$ cat src/rtl/data_mem_responder.sv
// data_mem_responder: responder for the MEM-stage load/store interface.
// It models a word-addressed data memory with a fixed access latency and
// back-pressures the pipeline through ready (the core freezes on ~ready).
//
// Ports:
//   clk       in   clock; all state changes on the rising edge
//   rst       in   synchronous, active-high reset
//   MEM_r_en  in   load request
//   MEM_w_en  in   store request (wins if both enables are high)
//   address   in   [31:0] byte address from the ALU
//   wdata     in   [31:0] store data (Val_Rm)
//   rdata     out  [31:0] load result, registered; held until next read
//   ready     out  combinational; high when the MEM stage may advance
//   err       out  registered access-fault pulse during DONE
//
// Optional build macro DMEM_FAULT_CHECK_EN: when defined, accesses below
// BASE_ADDR, beyond DEPTH words, or not word-aligned are flagged on err,
// faulting stores are dropped and faulting loads return zero. When it is
// undefined, err stays low and addresses wrap modulo DEPTH.
module data_mem_responder #(
  parameter int unsigned DEPTH       = 64,
  parameter int unsigned WAIT_CYCLES = 5,
  parameter int unsigned BASE_ADDR   = 1024
) (
  input  logic        clk,
  input  logic        rst,
  input  logic        MEM_r_en,
  input  logic        MEM_w_en,
  input  logic [31:0] address,
  input  logic [31:0] wdata,
  output logic [31:0] rdata,
  output logic        ready,
  output logic        err
);

  localparam int unsigned IDX_W = $clog2(DEPTH);
  localparam int unsigned CNT_W = 8;
  localparam logic [31:0] BASE  = 32'(BASE_ADDR);

  localparam logic [1:0] IDLE = 2'd0;
  localparam logic [1:0] BUSY = 2'd1;
  localparam logic [1:0] DONE = 2'd2;

  logic [1:0]       state_q, state_d;
  logic [CNT_W-1:0] cnt_q, cnt_d;
  logic [31:0]      addr_q, addr_d;
  logic [31:0]      wdata_q, wdata_d;
  logic             wr_q, wr_d;
  logic [31:0]      rdata_q, rdata_d;
  logic             err_q, err_d;
  logic             mem_we;
  logic             access_fault;
  logic [IDX_W-1:0] idx;

  logic [31:0] mem_q [DEPTH];

  // Word index from the latched address; the truncation gives the wrap.
  assign idx = IDX_W'((addr_q - BASE) >> 2);

`ifdef DMEM_FAULT_CHECK_EN
  // Offset compared in full width so out-of-window addresses are caught.
  logic [31:0] word_off;
  assign word_off     = (addr_q - BASE) >> 2;
  assign access_fault = (addr_q < BASE) || (word_off >= 32'(DEPTH)) ||
                        (addr_q[1:0] != 2'b00);
`else
  assign access_fault = 1'b0;
`endif

  // Next-state and ready logic.
  always_comb begin
    state_d = state_q;
    cnt_d   = cnt_q;
    addr_d  = addr_q;
    wdata_d = wdata_q;
    wr_d    = wr_q;
    rdata_d = rdata_q;
    err_d   = 1'b0;
    mem_we  = 1'b0;
    ready   = 1'b0;
    case (state_q)
      IDLE: begin
        ready = ~(MEM_r_en | MEM_w_en);
        if (MEM_r_en | MEM_w_en) begin
          addr_d  = address;
          wdata_d = wdata;
          wr_d    = MEM_w_en;
          cnt_d   = CNT_W'(WAIT_CYCLES - 1);
          state_d = BUSY;
        end
      end
      BUSY: begin
        if (cnt_q == '0) begin
          // The access happens on the edge that enters DONE.
          state_d = DONE;
          err_d   = access_fault;
          if (wr_q) begin
            mem_we = ~access_fault;
          end else begin
            rdata_d = access_fault ? 32'h0 : mem_q[idx];
          end
        end else begin
          cnt_d = cnt_q - CNT_W'(1);
        end
      end
      DONE: begin
        // The request still visible here is the completed one; ignore it.
        ready   = 1'b1;
        state_d = IDLE;
      end
      default: state_d = IDLE;
    endcase
  end

  // State and output registers.
  always_ff @(posedge clk) begin
    if (rst) begin
      state_q <= IDLE;
      cnt_q   <= '0;
      addr_q  <= '0;
      wdata_q <= '0;
      wr_q    <= 1'b0;
      rdata_q <= '0;
      err_q   <= 1'b0;
    end else begin
      state_q <= state_d;
      cnt_q   <= cnt_d;
      addr_q  <= addr_d;
      wdata_q <= wdata_d;
      wr_q    <= wr_d;
      rdata_q <= rdata_d;
      err_q   <= err_d;
    end
  end

  // Array storage; reset leaves contents alone but drops a pending store.
  always_ff @(posedge clk) begin
    if (mem_we && !rst) begin
      mem_q[idx] <= wdata_q;
    end
  end

  assign rdata = rdata_q;
  assign err   = err_q;

endmodule

$ cat config.mk
export PLATFORM = sky130hd
export DESIGN_NAME = data_mem_responder
export DESIGN_NICKNAME = d
export VERILOG_FILES = /design/src/rtl/data_mem_responder.sv
export SDC_FILE = /design/constraint.sdc
export NUM_CORES = 2
export LEC_CHECK = 0
export ABC_AREA = 1
export ABC_CLOCK_PERIOD_IN_PS = 4500
export CORE_MARGIN = 3
export CORE_UTILIZATION = 63
export DETAILED_ROUTE_END_ITERATION = 10
export HOLD_SLACK_MARGIN = 0.12
export PLACE_DENSITY_LB_ADDON = 0.05
export REMOVE_ABC_BUFFERS = 1
export SLEW_MARGIN = 10
export SYNTH_ARGS = -nofsm -noshare
export SYNTH_HDL_FRONTEND = slang
export SYNTH_SLANG_ARGS = --single-unit
$ cat constraint.sdc
create_clock -name clk -period 4.5 [get_ports clk]
set_input_delay 1.35 -clock clk [delete_from_list [all_inputs] [get_ports clk]]
set_output_delay 1.35 -clock clk [all_outputs]
set_load 0.02 [all_outputs]
Word level (Yosys, flattened, before mapping):

Memory sizes are Yosys's and may differ from the RTL's. A register that Yosys moved wholly into a read port is not among the register bits.
Index checks and enable logic that the tools add are counted.

* register bits: 51
* RAM bits: 2048
* input bits: 68
* output and inout port bits: 34
* logic and storage cells: 37
* memories: 1

* add/sub/neg operators: 2
* equality and inequality tests: 5
* mux-type cells: 12
* bitwise gates (word level): 3
* reductions and logical operators: 9

Memories
* mem_q: depth 64, width 32, rd ports 1, clocked after Yosys merged registers in 1, wr ports 1, RTL line 55 `logic [31:0] mem_q [DEPTH];`

Operator list (count)
* 8-bit two-way mux: 2
* 8-bit one-hot mux with 2 select lines: 1
* 8-bit by 1-bit subtractor with 8-bit output (second input constant): 2
* 8-bit zero test: 1
* 2-bit != test (second input constant): 3
* 3-bit AND reduction: 2
* 1-bit two-way mux: 5
* 2-bit two-way mux: 2
* 2-bit one-hot mux with 2 select lines: 1
* 2-bit AND reduction: 2
* 2-bit by 1-bit equality test with 1-bit output (second input constant): 1
* 2-bit equality test (second input constant): 1
* 2-bit zero test: 1
* 1-bit inverter: 2
* 1-bit one-hot mux with 2 select lines: 1
* 2-bit nonzero test: 1
* 1-bit logical AND: 1
* 1-bit zero test: 1
* 1-bit OR: 1

Logic depth before layout (Yosys ltp):

* word-level depth: 6
* depth in mapped cells: 14
* mapped depth without buffers: 11

Least setup slack after synthesis:

No wires, ideal clock.

* path kind: in2reg
* start point: input rst
* end point: memory mem_q[0][0] (enable)
* library setup time: 421 ps
* arrival: 3256 ps
* setup slack: 823 ps
* stages on the path: 3
* buffers on the path: 0
* path through: nor3_4 -> nand3_1 -> nor2_1

* longest elaborated chain between the ends: 4

RTL lines
* start, declared: RTL line 26 `input logic rst,`
* 1-bit zero test: RTL line 138 `if (mem_we && !rst) begin`
* 1-bit logical AND: RTL line 138
* 1-bit two-way mux: RTL line 138
* 1-bit two-way mux (implied by the code): RTL line 139 `mem_q[idx] <= wdata_q;`
* end, declared: RTL line 55

No other way between the ends.

Worst setup path in the final report:

* start point: input MEM_w_en
* end point: output ready

* longest elaborated chain between the ends: 3

RTL lines
* start, declared: RTL line 28 `input logic MEM_w_en,`
* 1-bit OR: RTL line 83 `ready = ~(MEM_r_en | MEM_w_en);`
* 1-bit inverter: RTL line 83
* 1-bit one-hot mux with 2 select lines: RTL line 81 `case (state_q)`
* end, declared: RTL line 32 `output logic ready,`

No other way between the ends.

==> results.cfg <==
[clock_tree]
hold_buffers = 0
cts_resized = 0
cts_buffers = 209
cts_tree = built
postCtsSetupBuffers = 0
clockBufferDepth = 3
h-tree-depth = 4
clockRootBuffer = clkbuf_16
insertion_delay_ps = 830
cts.sinks = 2129
clk_pin_slew_worst_paths_ps = 60

[job]
maxCapViolCount = 0

[routing]
drcViolationCount = 0
vias = 58300
wl_per_cell_um = 22.1
drt-vias-per-instance = 5.51
first_pass_iters = 6
wirelength_mm = 234
drt_iter0_markers = 6712
ant_nets = 0

[pwr]
ir_worst_vdd_v = 0.000477
p_leak_nw = 42.5
power.density_nw_per_um2 = 512
total_power_mw = 51.5

[global_routing]
antenna_found_initial = 10
grt_pass1_wl_mm = 344
overflow = 0
grt_max_degree = 105
gr-usage-all-layers = 0.321
grt_pass1_vias = 55000

[critical_path]
r2r_start = addr_q[2]
cp_data_required_time_ps = 3150
critPathCaptureType = output pin
critical_path_class = input pin to output pin
start_kind = input pin
setup.worst_path.start = MEM_w_en
crit_path_max_fanout = 2
reg2regPathDepth = 11
crit_arrival_ps = 2710

[floorplan]
die_h_um = 383
die_w_um = 383
num_rows = 137
ios = 102
start_util = 0.639
design.die.area_um2 = 147000
fp.coreArea_um2 = 140000

[synthesis]
syn_area_um2 = 89600
synth.area.top_cells = edfxtp_1 69%, nand2_1 9.4%, inv_1 6.8%
seq_area_frac_synth = 0.704
synth_cells = 8418
synth_edf_count = 2048
synthArstFlopShare = 0
ys.flop_type = edfxtp_1
ys_types = 34
yosys.area.top_type = edfxtp_1
synth.top_cell.area_share = 0.686
avgSynthCellArea_um2 = 10.6
ys_ff_latch = 2129
synth_warnings = 0

[min_path]
hold_path_class = flip-flop to flip-flop
whs_path_depth = 2
hp-start = wdata_q[18]

[timing]
setup_viol = 0
drv_slew = 0
finalWorstSetupSlack_ps = 439
worstMarginPinSlew_ps = 1320
rsz0062_at_grt = false
final.period_utilization = 0.902
timing.final.crit_period_ps = 4060
fin_tns_setup_ps = 0
hold_violations = 0
slew_headroom = 0.118
fin_skew_ps = 27.3
fmax_mhz = 246

[finish]
num-nets-final = 8602
drive_above_1_share = 0.0848
final_cell_mix = 2251 x nand2_1, 2048 x edfxtp_1, 1629 x inv_1
area_growth_pct = 12.2
instances_no_fill = 10600
final_common_cell = nand2_1
nFillCells = 9722

[place]
gp_congestion = 0.869
dp_hpwl_mm = 136
post-place-ws_ps = 444
placedCellCount = 10200
portBuffers = 74

[status]
status = finished, final reports clean
## path summary, 6_finish.rpt
| check | endpoint | slack (ps) |
|---|---|---|
| setup / recovery | ready | 440 |
| hold / removal | wdata_q[18] | 470 |
| setup reg to reg | rdata[12] | 640 |
| hold reg to reg | wdata_q[18] | 470 |
## stage by stage
step	instance area, µm²	util	hold slack, ps
floorplan	87900	-	455
global placement	93800	0.668	453
detailed placement	93800	0.668	463
CTS	101000	0.716	477
global route	101000	0.716	496
finish	101000	0.716	471
## registers in the layout, indices dropped and copies added, names as in the netlist
name     count
mem_q     2048
state_q      2
wr_q         1
wdata_q     32
addr_q       6
rdata       32
cnt_q        8
## critical path, cell delays in order
cell and delay, ps:
clkdlybuf4s50_1 450, nor2_1 110, inv_1 50, a21oi_1 120
clkdlybuf4s50_1 620
## kinds of logic (layout without fill, tap and decap cells)
group,after synthesis,after routing,synth area share
AOI/OAI and AO/OA,549,549,0.0369
DFF,2129,2129,0.704
adders and majority gates,2,2,0.000279
and+or+nand+nor,3710,3710,0.170
buffers and inverters,2025,2309,0.0885
xor gates and xnor gates,2,2,0.000195
other,1,2,0.0000418
## area by class of cell
class                           count  area (µm²)  share of cell area
Sequential cell                  2129       63200               0.628
Multi-Input combinational cell   4264       19100               0.190
Inverter                         1638        6170              0.0614
Clock buffer                      268        5690              0.0566
Timing Repair Buffer              290        3000              0.0298
Tap cell                         1876        2350              0.0233
Clock inverter                    113        1030              0.0102
Antenna cell                        1        2.50           0.0000249
## Yosys cell counts, types with 17 or more instances
library cell and n:
nand3_1 779, dfxtp_1 81, buf_2 250, or2_2 109, buf_1 17, o21ai_0 238, nand2_1 2251, o21ai_1 73
o21a_1 29, edfxtp_1 2048, inv_1 1629, clkbuf_1 115, nor2_1 554, o211ai_1 195
## where the power goes
| group | internal [mW] | switching [mW] |
|---|---|---|
| combinational | 2.55 | 7.50 |
| sequential | 23.2 | 1.10 |
| clock | 9.86 | 7.27 |
| total | 35.6 | 15.9 |
## layer usage
| metal | up-vias | routed length, µm | global-route usage |
|---|---|---|---|
| li1 | 27300 | - | - |
| met5 | - | 9 | 0 |
| met2 | 2607 | 108000 | 0.503 |
| met4 | 2 | 9810 | 0.133 |
| met3 | 400 | 24200 | 0.0635 |
| met1 | 28000 | 92500 | 0.446 |
(Power assumes the default switching activity.)
